<file path="src/rtl/cpu_pkg.sv">
// Shared types and constants for the ID/EX hazard control slice.
package cpu_pkg;

  typedef enum logic [1:0] {
    RUN,
    LOAD_STALL,
    FLUSH
  } hazard_state_t;

  localparam logic [4:0] XZR = 5'd31;

  // A load in EX whose destination is read by the instruction in ID; XZR never carries a dependency.
  function automatic logic isLoadUse(
    input logic [4:0] rnId,
    input logic [4:0] abId,
    input logic       usesRn,
    input logic       usesAb,
    input logic [4:0] rdEx,
    input logic       memToRegEx,
    input logic       regWriteEx,
    input logic [4:0] zeroReg
  );
    return memToRegEx && regWriteEx && (rdEx != zeroReg) &&
           ((usesRn && (rnId == rdEx)) || (usesAb && (abId == rdEx)));
  endfunction

endpackage

</file>
<file path="src/rtl/sat_counter.sv">
// Saturating up-counter used for the hazard performance counters.
module sat_counter #(
  parameter int W = 32
) (
  input  logic         inc,
  input  logic         clk,
  input  logic         reset,
  output logic [W-1:0] count
);

  logic [W-1:0] count_q;
  logic [W-1:0] count_d;

  // Advance on request but stick at all-ones so the count never wraps back to a small value.
  always_comb begin
    count_d = count_q;
    if (inc && (count_q != {W{1'b1}})) begin
      count_d = count_q + W'(1);
    end
  end

  // Counter register, cleared by the asynchronous reset.
  always_ff @(posedge clk or posedge reset) begin
    if (reset) begin
      count_q <= '0;
    end else begin
      count_q <= count_d;
    end
  end

  assign count = count_q;

endmodule

</file>
<file path="src/rtl/id_ex_hazard_ctrl.sv">
// Stall/bubble/flush control for the ID/EX pipeline register: load-use stall FSM,
// multi-cycle branch flush and saturating stall/flush performance counters.
module id_ex_hazard_ctrl
  import cpu_pkg::*;
#(
  parameter int         FLUSH_CYCLES = 1,
  parameter int         CNT_W        = 32,
  parameter logic [4:0] ZERO_REG     = XZR
) (
  input  logic             clk,
  input  logic             reset,
  input  logic [4:0]       Rn_id,
  input  logic [4:0]       Ab_id,
  input  logic             uses_rn_id,
  input  logic             uses_ab_id,
  input  logic [4:0]       Rd_ex,
  input  logic             MemtoReg_ex,
  input  logic             RegWrite_ex,
  input  logic             branch_taken_ex,
  output logic             pc_write,
  output logic             if_id_write,
  output logic             id_ex_bubble,
  output logic             if_id_flush,
  output logic [CNT_W-1:0] stall_count,
  output logic [CNT_W-1:0] flush_count
);

  localparam logic [2:0] FLUSH_RELOAD = 3'(FLUSH_CYCLES - 1);

  hazard_state_t state_q;
  hazard_state_t state_d;
  logic [2:0]    flushCnt_q;
  logic [2:0]    flushCnt_d;
  logic          loadUse;
  logic          stallInc;
  logic          flushInc;

  assign loadUse = isLoadUse(Rn_id, Ab_id, uses_rn_id, uses_ab_id,
                             Rd_ex, MemtoReg_ex, RegWrite_ex, ZERO_REG);

  // Mealy next-state and control outputs; a taken branch always beats a load-use stall,
  // and reset forces the safe freeze/flush pattern without waiting for a clock edge.
  always_comb begin
    state_d      = state_q;
    flushCnt_d   = flushCnt_q;
    pc_write     = 1'b1;
    if_id_write  = 1'b1;
    id_ex_bubble = 1'b0;
    if_id_flush  = 1'b0;

    case (state_q)
      RUN, LOAD_STALL: begin
        if (branch_taken_ex) begin
          id_ex_bubble = 1'b1;
          if_id_flush  = 1'b1;
          if (FLUSH_CYCLES > 1) begin
            state_d    = FLUSH;
            flushCnt_d = FLUSH_RELOAD;
          end else begin
            state_d    = RUN;
            flushCnt_d = '0;
          end
        end else if ((state_q == RUN) && loadUse) begin
          pc_write     = 1'b0;
          if_id_write  = 1'b0;
          id_ex_bubble = 1'b1;
          state_d      = LOAD_STALL;
        end else begin
          state_d = RUN;
        end
      end
      FLUSH: begin
        id_ex_bubble = 1'b1;
        if_id_flush  = 1'b1;
        if (branch_taken_ex) begin
          flushCnt_d = FLUSH_RELOAD;
        end else if (flushCnt_q <= 3'd1) begin
          state_d    = RUN;
          flushCnt_d = '0;
        end else begin
          flushCnt_d = flushCnt_q - 3'd1;
        end
      end
      default: begin
        state_d    = RUN;
        flushCnt_d = '0;
      end
    endcase

    if (reset) begin
      pc_write     = 1'b0;
      if_id_write  = 1'b0;
      id_ex_bubble = 1'b1;
      if_id_flush  = 1'b1;
    end
  end

  // State and remaining-flush register; reset returns to RUN with nothing pending.
  always_ff @(posedge clk or posedge reset) begin
    if (reset) begin
      state_q    <= RUN;
      flushCnt_q <= '0;
    end else begin
      state_q    <= state_d;
      flushCnt_q <= flushCnt_d;
    end
  end

  assign stallInc = ~pc_write & ~reset;
  assign flushInc = if_id_flush & ~reset;

  sat_counter #(.W(CNT_W)) u_stallCounter (
    .inc   (stallInc),
    .clk   (clk),
    .reset (reset),
    .count (stall_count)
  );

  sat_counter #(.W(CNT_W)) u_flushCounter (
    .inc   (flushInc),
    .clk   (clk),
    .reset (reset),
    .count (flush_count)
  );

endmodule

</file>
<file path="config.mk">
export PLATFORM = sky130hd
export DESIGN_NAME = id_ex_hazard_ctrl
export DESIGN_NICKNAME = d
export VERILOG_FILES = /design/src/rtl/cpu_pkg.sv /design/src/rtl/sat_counter.sv /design/src/rtl/id_ex_hazard_ctrl.sv
export SDC_FILE = /design/constraint.sdc
export NUM_CORES = 1
export LEC_CHECK = 0
export ABC_AREA = 1
export BUFFER_PORTS_ARGS = -buffer_cell sky130_fd_sc_hd__buf_2
export CORE_MARGIN = 1
export CORE_UTILIZATION = 25
export DETAILED_ROUTE_END_ITERATION = 8
export GPL_TIMING_DRIVEN = 0
export SLEW_MARGIN = 15
export SYNTH_ARGS = -nofsm -noshare
export SYNTH_HDL_FRONTEND = slang
export SYNTH_SLANG_ARGS = --single-unit
export TNS_END_PERCENT = 30
</file>
<file path="constraint.sdc">
create_clock -name clk -period 5.02 [get_ports clk]
set_input_delay 0.753 -clock clk [delete_from_list [all_inputs] [get_ports clk]]
set_output_delay 0.753 -clock clk [all_outputs]
set_load 0.03 [all_outputs]
</file>
# Word level (Yosys, flattened, before mapping)
# Cells that the tools add are included.
# word_totals
reg_bits,69
in_bits,22
out_inout_bits,68
word_cells,54
# op_classes
add_sub_neg,3
order_cmp,1
n_eq_ne,10
mux,20
bitwise,4
n_reduce_logical,12
# ops
operator,count
$add 32x1->32 const B,2
$ne 32x32->1 const B,2
$mux 1,11
$eq 5x5->1,2
$mux 3,3
$logic_and 1x1->1,8
$ne 2x2->1 const B,3
$pmux 3 s2,1
$ne 5x5->1 const B,1
$mux 2,2
$pmux 1 s2,2
$pmux 2 s2,1
$le 3x1->1 const B,1
$sub 3x1->3 const B,1
$and 1x1->1,2
$eq 2x1->1 const B,1
$eq 2x2->1 const B,1
$logic_not 2->1,1
$not 1->1,2
$reduce_and 2->1,1
$reduce_or 2->1,1
$logic_or 1x1->1,1

# Depth between registers and ports, before layout
# Gate-level depths: netlist of run 1.
# logic_depth
depth_word,12
depth_mapped,11
depth_no_buf,11

# Hierarchy
# A second synthesis of run 1 with hierarchy kept.
# hier_totals
cells_unflattened,792
hier_area_um2,4829.6
# modules_own_cells
mod,instances,cells_each,area_per_inst_um2,seq_area_each_um2
sat_counter,2,361,2257.2,800.8
id_ex_hazard_ctrl,1,70,315.3,25.0

# Least setup slack after synthesis of run 1
# OpenSTA, ideal clock, no wires.
# synth_timing
path_kind,input port to output port
startpoint,input reset
endpoint,output pc_write
arrival_ps,2775
required_time_ps,4267
setup_slack_ps,1492
cell_stages,4
n_path_buf,1
cell_sequence,inv_1 nand2_1 inv_1 buf_4
# synth_via
elab_chain_len,1
# synth_lines
item,line_no,rtl
start: declaration,id_ex_hazard_ctrl.sv:11,"input logic reset,"
$mux 1,n/a,
end: declaration,id_ex_hazard_ctrl.sv:20,"output logic pc_write,"
# Every way passes these cells.

# Worst setup path after layout of run 1
# layout_timing
startpoint,input Rd_ex[4]
endpoint,output pc_write
# layout_via
elab_chain_len,9
elab_cells_between_ends,13
cone_classes,eq/ne (3); mux (4); reduce/logical (6)
# layout_lines
item,line_no,rtl
start: declaration,id_ex_hazard_ctrl.sv:16,"input logic [4:0] Rd_ex,"
$eq 5x5->1,cpu_pkg.sv:24,((usesRn && (rnId == rdEx)) || (usesAb && (abId == rdEx)));
$logic_and 1x1->1,cpu_pkg.sv:24,
$logic_or 1x1->1,cpu_pkg.sv:24,
$logic_and 1x1->1 *,cpu_pkg.sv:23,return memToRegEx && regWriteEx && (rdEx != zeroReg) &&
$logic_and 1x1->1 *,id_ex_hazard_ctrl.sv:63,end else if ((state_q == RUN) && loadUse) begin
$mux 1 *,id_ex_hazard_ctrl.sv:63,
$mux 1 *,id_ex_hazard_ctrl.sv:53,if (branch_taken_ex) begin
$mux 1 *,id_ex_hazard_ctrl.sv:51,case (state_q)
$mux 1 *,id_ex_hazard_ctrl.sv:90,if (reset) begin
# Mark *: on every way between the ends. The rest lies on a longest branch, timed or not.

==> results by group, run 1 <==
Run status
  • Status: finished with violations
  • Failing checks: DRC

Synth
  • Synth Cell Area: between 4000 and 5000 sq um
  • Synth top area share: between 30% and 40%
  • Async set-reset flop share out of synthesis: 100.0%
  • Post-Synth XOR/XNOR Area: under 10%
  • Yosys warning count: 0
  • Area contributors post-synth: dfrtp_1, nand2_1, xor2_1
  • Post-Syn Nets: a little over 700
  • Area leader, netlist: dfrtp_1
  • Sequential area share after synthesis: about 35%
  • Compound-Gate Fraction of Synth Area: between 6 and 7%
  • Netlist cell types: 33
  • Synth Area in Adders: less than 1%
  • Top-count cell post-synth: nand2_1
  • Mux share of post-synthesis cell area: 0%
  • Cell count after synthesis: ~700
  • EDFF count, synth: 0
  • Mean post-synth cell area: ~6.7 sq um
  • Largest family of logic cells by synthesized area: simple AND/OR/NAND/NOR gates
  • Post-synthesis simple-gate area fraction: 41.56%
  • Synth cell count leaders: nand2_1, nor2_1, inv_1
  • Most used DFF post-synth: dfrtp_1
  • #FFs+latches synth: 65

Clock tree
  • TritonCTS clock tree: built
  • Number of CTS-inserted buffers: 9
  • Clock Root Buffer: clkbuf_16
  • Htree depth: 3
  • TritonCTS Sinks: 65
  • # hold bufs at CTS: 0
  • Post-CTS sizing: 0
  • Post-CTS setup repair buffer count: 0
  • Skew-Pair Late Insertion Delay: 0.34 ns
  • Clock transition at path regs: roughly 0.050 ns
  • Clock Tree Buf Depth: 2

Power and ir drop
  • Clock network fraction of total power: 32.8%
  • Reg power frac: 35.8%
  • Sw Share: around two fifths
  • Leak pwr: 2.879 nW
  • Max IR drop VDD: 181.1 uV
  • Cell-internal power: around 0.0012 W
  • Combinational power share: a little under a third
  • Switching power: around 0.00076 W
  • Total power density per cell area: approximately 340 nW/um^2

Timing
  • Final Hold Fails: 0
  • Setup tns final: 0 ns
  • Max_slew headroom: between 60% and 70%
  • Final setup viols: 0
  • Slew @ Worst Pin: approximately 0.51 ns
  • Crit share post-route: a little over half
  • Fmax achieved: ~0.37 GHz
  • Hold slack: around 0.50 ns
  • Max Slew Vio Count: 0
  • RSZ-0062 raised after global routing: no
  • Clock period minus worst slack: between 2 and 3 ns
  • Layout Skew: between 0.006 and 0.007 ns

Layout
  • # nets final: roughly 830
  • Area grow syn2layout: 22.19%
  • Diodes inserted: 0
  • Share of layout cells above drive strength 1: a little under a fifth

GRT
  • First-pass GRT wire length: approximately 22 mm
  • GRT Total Usage: 14.23%
  • Largest net degree at the start of global routing: 36
  • Grt ovf: 0
  • Vias in the first global route: 4320
  • Initial antenna violation count: 0

Placement
  • Post-DP HPWL: roughly 10 mm
  • Number of port buffers: 89
  • Routability congestion estimate: 0.8999

Routing
  • Met2 wire length: between 6 and 7 mm
  • Top sig layer: met4
  • Total Wirelength: 13.30 mm
  • Met1 WL: roughly 6.4 mm
  • Drt pass-1 iters: 9
  • Routed wl met3: 647 um
  • DRC: 8
  • Vias per cell: ~4.5
  • Wire length per cell: 12.82 um
  • Drt initial violations: roughly 270
  • Routed Antenna Nets: 0
  • Total vias in the final route: 4655

Die
  • Starting Density: 25.86%
  • Chip width: ~140 um
  • Placeable Area: between 15000 and 20000 sq um
  • Die ar.: approximately 19000 sq um
  • Ports: 90
  • # rows: 49
  • Die height: roughly 140 um

Worst setup path
  • Crit path max-delay cell type: buf_2
  • Type of origin of the critical path: input port
  • CP Buf/Inv Count: 5
  • WS Path Type: input port to output port
  • Most common cell on crit path: nand2_1
  • Delay of the slowest critical-path stage: around 0.16 ns
  • Crit path cell chain: buf_2 -> inv_2 -> nand2_1 -> nand2_1 -> nor2_1 -> nand3_1 -> nand2_2 -> nand3_4 -> nand2_1 -> inv_1 -> buf_4 -> buf_2
  • WP data required: about 4.3 ns
  • CP Capture Type: output port
  • Crit path max-delay family: simple AND/OR/NAND/NOR gates
  • Critical Path AT: approximately 1.9 ns
  • Worst-path fanout max: 4

Job
  • Max-cap violations: 0

Hold path
  • Hold crit path type: input port to async pin
## flip-flops by register name, summed over array words and instances, names as in the netlist
register	count
state_q	1
u_flushCounter.count	32
u_stallCounter.count	32
## cells by family after synthesis
family | after synthesis
simple gates | 448
buf+inv | 96
flops | 65
compound gates | 51
xor+xnor | 40
fa+ha+maj | 2
## path summary, 6_finish.rpt
path	start	endpoint	depth (start not counted)	slack (ns)
hold reg to reg	u_flushCounter.count[27]	u_flushCounter.count[27]	2	0.55
min in group clk	u_flushCounter.count[27]	u_flushCounter.count[27]	2	0.55
setup / recovery	Rd_ex[4]	pc_write	12	2.34
hold / removal	reset	state_q[0]	2	0.50
setup reg to reg	u_flushCounter.count[0]	u_flushCounter.count[25]	8	3.02
max in group asynchronous	reset	u_stallCounter.count[25]	3	3.97
## placed cells by master (no fill, tap or decap), types with 6 or more instances in the layout
master / n
o21bai_1: 27
nand2_1: 259
clkbuf_16: 9
nand3_1: 50
inv_1: 71
dfrtp_1: 65
nor2_1: 79
nor2_2: 6
buf_2: 94
inv_2: 8
o21ai_1: 8
nor3_1: 26
nand4_1: 7
xor2_1: 35
o21ai_0: 15
## through the flow
stage	instance area, sq um	instances	total power, W	setup slack (ns)	util, %
after floorplan	4708	702	0.001118	1.492	-
after global placement	5440	1020	0.001299	0.6787	29.88
after detailed placement	5463	1021	0.001306	2.335	30.00
after CTS	5753	1037	0.001943	2.325	31.59
after global routing	5753	1037	0.002039	2.224	31.59
final	5753	1037	0.001929	2.343	31.59
## worst register-to-register path, delay by kind of cell, from the launching register on
kind,cells,cell delay [ns]
compound gates,2,0.35
fa+ha+maj,1,0.25
buf+inv,2,0.55
flops,1,0.42
simple gates,3,0.30
## layout make-up
type                            count  area, sq um
Buffer                             15        115.1
Clock inverter                      3        40.04
Sequential cell                    65         1627
Tap cell                          229        286.5
Timing Repair Buffer               90        465.4
Multi-Input combinational cell    541         2658
Clock buffer                       13        250.2
Inverter                           81        311.5
Fill cell                        1973        12460
## power groups by stage
stage	clock [W]	combinational, W	sequential [W]
floorplan	0	0.000302	0.000816
global placement	0	0.000598	0.000701
detailed placement	0	0.000608	0.000698
CTS	0.000643	0.000610	0.000690
global route	0.000668	0.000667	0.000703
finish	0.000632	0.000606	0.000691
## metal layers
layer / vias up / track usage, %
met5: - / 0
met4: 0 / 3.918
met3: 14 / 3.131
met2: 119 / 23.25
met1: 2120 / 18.80
li1: 2402 / -
Power figures use the tool's default switching activity.
==> inputs of run 2 (changes only) <==
Clock period 5.02 ns to 2.3 ns, I/O delays scaled along.
==> results by group, run 2 (synthesized netlist as in run 1, its figures left out) <==
Clock tree
  • Post-CTS setup repair buffer count: 0 (unchanged)
  • # hold bufs at CTS: 1 (+1)
  • Clock transition at path regs: 0.05 ns (about the same)
  • Clock Tree Buf Depth: 2 (unchanged)
  • Number of CTS-inserted buffers: 9 (unchanged)
  • Clock Root Buffer: clkbuf_16
  • Htree depth: 3 (unchanged)
  • Post-CTS sizing: 0 (unchanged)
  • TritonCTS Sinks: 65 (unchanged)
  • TritonCTS clock tree: built
  • Skew-Pair Late Insertion Delay: 0.34 ns (about the same)

Hold path
  • Hold Path End: state_q[0]
  • Hold crit path type: input port to flop
  • Critical hold path startpoint: branch_taken_ex
  • Hold depth: 4

Placement
  • Placed cells: 1022 (+0.098%)
  • Number of port buffers: 89 (unchanged)
  • Routability congestion estimate: 0.9058 (+0.66%)
  • Post-DP HPWL: 10.30 mm (+0.64%)

Worst setup path
  • R2R cell count: 10 (+2)
  • Critical Path AT: 1.78 ns (-0.14 ns)
  • Crit path cell chain: dlygate4sd3_1 -> buf_2 -> clkinvlp_4 -> nand2_1 -> inv_1 -> buf_4 -> buf_2
  • Type of origin of the critical path: input port
  • Worst-path fanout max: 5 (+1)
  • Delay of the slowest critical-path stage: 0.54 ns (+0.38 ns)
  • WP data required: 1.96 ns (-2.31 ns)
  • Reg-to-reg slack, setup: 0.29 ns (-2.73 ns)
  • WS Path Type: input port to output port
  • Worst setup path start: reset
  • Crit path max-delay cell type: dlygate4sd3_1
  • Critical R2R Launch: u_flushCounter.count[0]
  • Most common cell on crit path: buf_2
  • CP Capture Type: output port
  • R2R Path End: u_flushCounter.count[14]

Layout
  • Most common cell after layout, fill and taps aside: nand2_1
  • Register Area: 1627 sq um (unchanged)
  • # nets final: 829 (+0.24%)
  • Commonest non-fill, non-tap cells in the layout: nand2_1, buf_2, nor2_1
  • Share of layout cells above drive strength 1: 18.52% (+0.20 points)
  • Multi-input logic area: 2658 sq um (unchanged)
  • Fillers: 1979 (+0.30%)
  • Diodes inserted: 0 (unchanged)
  • Cell Count, Final, Fillers Out: 1039 (+0.19%)
  • Area grow syn2layout: 23.25%

GRT
  • Largest net degree at the start of global routing: 33 (-8.3%)
  • Initial antenna violation count: 0 (unchanged)
  • Vias in the first global route: 4464 (+3.3%)
  • GRT Total Usage: 14.23% (about the same)
  • Grt ovf: 0 (unchanged)
  • First-pass GRT wire length: 21.94 mm (about the same)

Routing
  • Total Wirelength: 13.39 mm (+0.71%)
  • DRC: 9 (+1)
  • Drt initial violations: 308 (+15%)
  • Routed Antenna Nets: 0 (unchanged)
  • Vias per cell: 4.529 (+0.90%)
  • Wire length per cell: 12.89 um (+0.51%)
  • Total vias in the final route: 4706 (+1.1%)
  • Drt pass-1 iters: 7 (-2)

Timing
  • Max_slew headroom: 65.64% (-0.20 points)
  • Hold slack: 0.4078 ns (-0.09115 ns)
  • Max Slew Vio Count: 0 (unchanged)
  • Fmax achieved: 0.4702 GHz
  • Crit share post-route: slightly above 90%
  • Clock period minus worst slack: 2.127 ns
  • RSZ-0062 raised after global routing: no
  • Final Hold Fails: 0 (unchanged)
  • Final setup viols: 0 (unchanged)
  • Slew @ Worst Pin: 0.5114 ns (+0.002960 ns)
  • Layout Skew: 0.004812 ns (-0.002160 ns)

Power and ir drop
  • Max IR drop VDD: 382.0 uV (+110%)
  • Leak pwr: 2.898 nW (+0.64%)
  • Total power density per cell area: 736.3 nW/um^2 (+120%)

Die
  • Placeable Area: 18210 sq um (unchanged)
  • Chip width: 139.2 um (unchanged)
  • # rows: 49 (unchanged)
  • Die ar.: 19390 sq um (unchanged)
  • Starting Density: 25.86% (unchanged)
  • Die height: 139.2 um (unchanged)
  • Ports: 90 (unchanged)

Run status
  • Failing checks: DRC
  • Status: finished with violations

Job
  • Max-cap violations: 0 (unchanged)
[run 2: cell count changes in the layout (fill, tap and decap cells not counted)]
| cell | delta |
|---|---|
| clkinvlp_4 | +1 |
| dlygate4sd3_1 | +1 |
| clkbuf_1 | -1 |
| buf_12 | +1 |
| inv_4 | -1 |
| clkbuf_8 | +2 |
| clkinv_2 | -1 |
[run 2: area by class of cell]
| cell class | instances | share of cell area, % |
|---|---|---|
| clock buffers | 14 | 4.722 |
| inverters | 81 | 5.390 |
| multi-input cells | 541 | 45.80 |
| plain buffers | 15 | 1.984 |
| flip-flops and latches | 65 | 28.03 |
| repair buffers | 92 | 8.538 |
| well taps | 229 | 4.937 |
| clock inverters | 2 | 0.6037 |
[run 2: stage by stage]
| stage | TNS, ns | utilization, % | worst slack [ns] | total power [W] | area, sq um |
|---|---|---|---|---|---|
| final | 0 | 31.87 | 0.1731 | 0.004273 | 5803 |
| after global routing | 0 | 31.87 | 0.08992 | 0.004513 | 5803 |
| after CTS | 0 | 31.87 | 0.1624 | 0.004313 | 5803 |
| after detailed placement | 0 | 30.12 | 0.3159 | 0.002854 | 5484 |
| after global placement | -23.22 | 29.90 | -0.8978 | 0.002837 | 5444 |
| after floorplan | 0 | - | 0.06768 | 0.002441 | 4712 |
[run 2: where the power goes]
group          switching, W  internal [W]
combinational      0.000927      0.000400
sequential         0.000213       0.00130
clock              0.000508      0.000927
[run 2: worst max path at each step]
stage | cells after the start | slack (ns) | endpoint
floorplan | 4 | 0.07 | pc_write
global placement | 6 | -0.90 | u_stallCounter.count[18]
detailed placement | 10 | 0.32 | u_flushCounter.count[14]
CTS | 7 | 0.16 | pc_write
global route | 7 | 0.09 | pc_write
finish | 7 | 0.17 | pc_write
[run 2: worst max-delay path: cells and delay by family]
family / cells / cell delay [ns]
buffers and inverters: 6 / 1.31
and+or+nand+nor: 1 / 0.11
[run 2: metal layers]
layer / wire length, um / track usage, % / vias up
li1: - / - / 2407
met1: 6376 / 18.58 / 2153
met2: 6173 / 23.49 / 130
met3: 671 / 3.097 / 16
met4: 172 / 4.094 / 0
met5: 0 / 0 / -
==> inputs of run 3 (changes only) <==
Clock period 2.3 ns to 2 ns, I/O delays scaled along.
==> results by group, run 3 (synthesized netlist as in run 1, its figures left out) <==
Routing
  • Drt initial violations: 256 (-17%)
  • Total vias in the final route: 4690 (-0.34%)
  • Total Wirelength: 13.74 mm (+2.6%)
  • Wire length per cell: 13.25 um (+2.8%)
  • Vias per cell: 4.523 (-0.15%)
  • DRC: 6 (-3)
  • Drt pass-1 iters: 7 (unchanged)
  • Routed Antenna Nets: 0 (unchanged)

Layout
  • Multi-input logic area: 2699 sq um (+1.6%)
  • Register Area: 1632 sq um (+0.31%)
  • Area grow syn2layout: 23.62%
  • Share of layout cells above drive strength 1: 19.80% (+1.3 points)
  • Fillers: 1987 (+0.40%)
  • # nets final: 830 (+0.12%)
  • Commonest non-fill, non-tap cells in the layout: nand2_1, buf_2, nor2_1
  • Diodes inserted: 0 (unchanged)
  • Most common cell after layout, fill and taps aside: nand2_1

Timing
  • Crit share post-route: roughly 95%
  • Layout Skew: 0.005706 ns (+0.0008939 ns)
  • Max Slew Vio Count: 0 (unchanged)
  • Setup ws final: 0.09338 ns (-0.07972 ns)
  • Final setup viols: 0 (unchanged)
  • Final Hold Fails: 0 (unchanged)
  • Fmax achieved: 0.5245 GHz
  • Clock period minus worst slack: between 1.5 and 2 ns
  • RSZ-0062 raised after global routing: yes
  • Max_slew headroom: 60.35% (-5.3 points)
  • Slew @ Worst Pin: 0.5915 ns (+0.08006 ns)

Worst setup path
  • WS Path Type: flop to output port
  • Crit path max-delay family: simple AND/OR/NAND/NOR gates
  • Critical Path AT: 1.61 ns (-0.17 ns)
  • CP Capture Type: output port
  • Type of origin of the critical path: flop
  • CP Buf/Inv Count: 3 (-3)
  • Worst-path fanout max: 4 (-1)
  • Crit path cell chain: nand3b_1 -> nor2_4 -> nand3_4 -> nand2_1 -> inv_2 -> buf_6 -> buf_2
  • Delay of the slowest critical-path stage: 0.35 ns (-0.19 ns)
  • Crit path max-delay cell type: dfrtp_1
  • WP data required: 1.70 ns (-0.26 ns)

Power and ir drop
  • Pwr Total: 0.004789 W (+12%)
  • Max IR drop VDD: 425.8 uV (+11%)
  • Leak pwr: 2.899 nW (about the same)
  • Total power density per cell area: 822.7 nW/um^2 (+12%)

Clock tree
  • # hold bufs at CTS: 0 (-1)
  • Clock Tree Buf Depth: 2 (unchanged)
  • Clock Root Buffer: clkbuf_16
  • Number of CTS-inserted buffers: 9 (unchanged)
  • TritonCTS clock tree: built
  • Clock transition at path regs: 0.05 ns (about the same)
  • TritonCTS Sinks: 65 (unchanged)
  • Htree depth: 3 (unchanged)
  • Skew-Pair Late Insertion Delay: 0.34 ns (about the same)

GRT
  • Largest net degree at the start of global routing: 27 (-18%)
  • Grt ovf: 0 (unchanged)
  • First-pass GRT wire length: 23.12 mm (+5.4%)
  • GRT Total Usage: 15.26% (+1.0 points)
  • Initial antenna violation count: 0 (unchanged)
  • Vias in the first global route: 4498 (+0.76%)

Placement
  • Worst slack at placement: -0.1210 ns (-0.4369 ns)
  • Routability congestion estimate: 0.8976 (-0.91%)
  • Number of port buffers: 89 (unchanged)
  • Post-DP HPWL: 10.58 mm (+2.8%)

Die
  • Placeable Area: 18210 sq um (unchanged)
  • # rows: 49 (unchanged)
  • Ports: 90 (unchanged)
  • Die height: 139.2 um (unchanged)
  • Starting Density: 25.86% (unchanged)
  • Die ar.: 19390 sq um (unchanged)
  • Chip width: 139.2 um (unchanged)

Job
  • Max-cap violations: 0 (unchanged)

Hold path
  • Hold crit path type: input port to async pin

Run status
  • Status: finished with violations
  • Failing checks: DRC
## run 3: cell count changes in the layout (fill, tap and decap cells not counted), sizes merged
| cell | before | now |
|---|---|---|
| bufinv | 1 | 0 |
| clkinv | 2 | 1 |
| dlygate4sd3 | 1 | 0 |
| clkinvlp | 1 | 2 |
## run 3: where the power goes
group / switching (W) / leakage (nW) / internal (W)
registers: 0.000245 / 0.764 / 0.00150
logic: 0.00108 / 2.00 / 0.000482
clock network: 0.000564 / 0.134 / 0.000919
## run 3: what timing repair did
action	4_1_cts	5_1_grt
endpoints found under the setup margin	26	55
setup buffers	0	1
pin swaps	0	1
cloned	1	0
resized for setup	3	13
## run 3: stage by stage
step	setup TNS, ns	hold WS [ns]	cells	instance area (sq um)	util (%)
detailed placement	-1.063	0.4526	1022	5488	30.14
global route	-0.003938	0.02687	1037	5821	31.97
global placement	-27.55	0.5121	1020	5448	29.92
CTS	-0.01089	0.02817	1036	5776	31.72
floorplan	-0.05580	0.4569	702	4716	-
finish	0	0.01900	1037	5821	31.97
## run 3: cell type report
type	count	share of cell area, %
clock buffers	13	4.643
repair buffers	92	8.469
flip-flops and latches	65	28.03
plain buffers	15	2.107
repair inverters	1	0.08598
multi-input cells	541	46.37
inverters	81	5.374
well taps	229	4.923
## run 3: path summary, 6_finish.rpt
| path | cells after the start | to | slack [ns] | startpoint |
|---|---|---|---|---|
| min in group clk | 4 | state_q[0] | 0.37 | branch_taken_ex |
| min reg2reg | 2 | u_flushCounter.count[27] | 0.54 | u_flushCounter.count[27] |
| max in group asynchronous | 3 | u_flushCounter.count[17] | 1.56 | reset |
| max | 7 | pc_write | 0.09 | state_q[0] |
| min | 2 | u_stallCounter.count[28] | 0.02 | reset |
| max reg2reg | 8 | u_flushCounter.count[14] | 0.12 | u_flushCounter.count[24] |
## run 3: worst reg2reg max path: cells and delay by family (launching register included)
kind / cells / cell delay [ns]
flip-flops: 1 / 0.46
AO/OA/AOI/OAI: 1 / 0.11
buffers and inverters: 3 / 0.47
AND/OR/NAND/NOR: 4 / 0.72
## run 3: per-layer routing
layer / wire, um / up-vias / global-route usage [%] / part of all wire (%)
li1: - / 2411 / - / -
met1: 6327 / 2146 / 19.25 / 46
met2: 6451 / 114 / 25.18 / 47
met3: 670 / 19 / 4.474 / 4.9
met4: 291 / 0 / 4.269 / 2.1
met5: 0 / - / 0 / 0
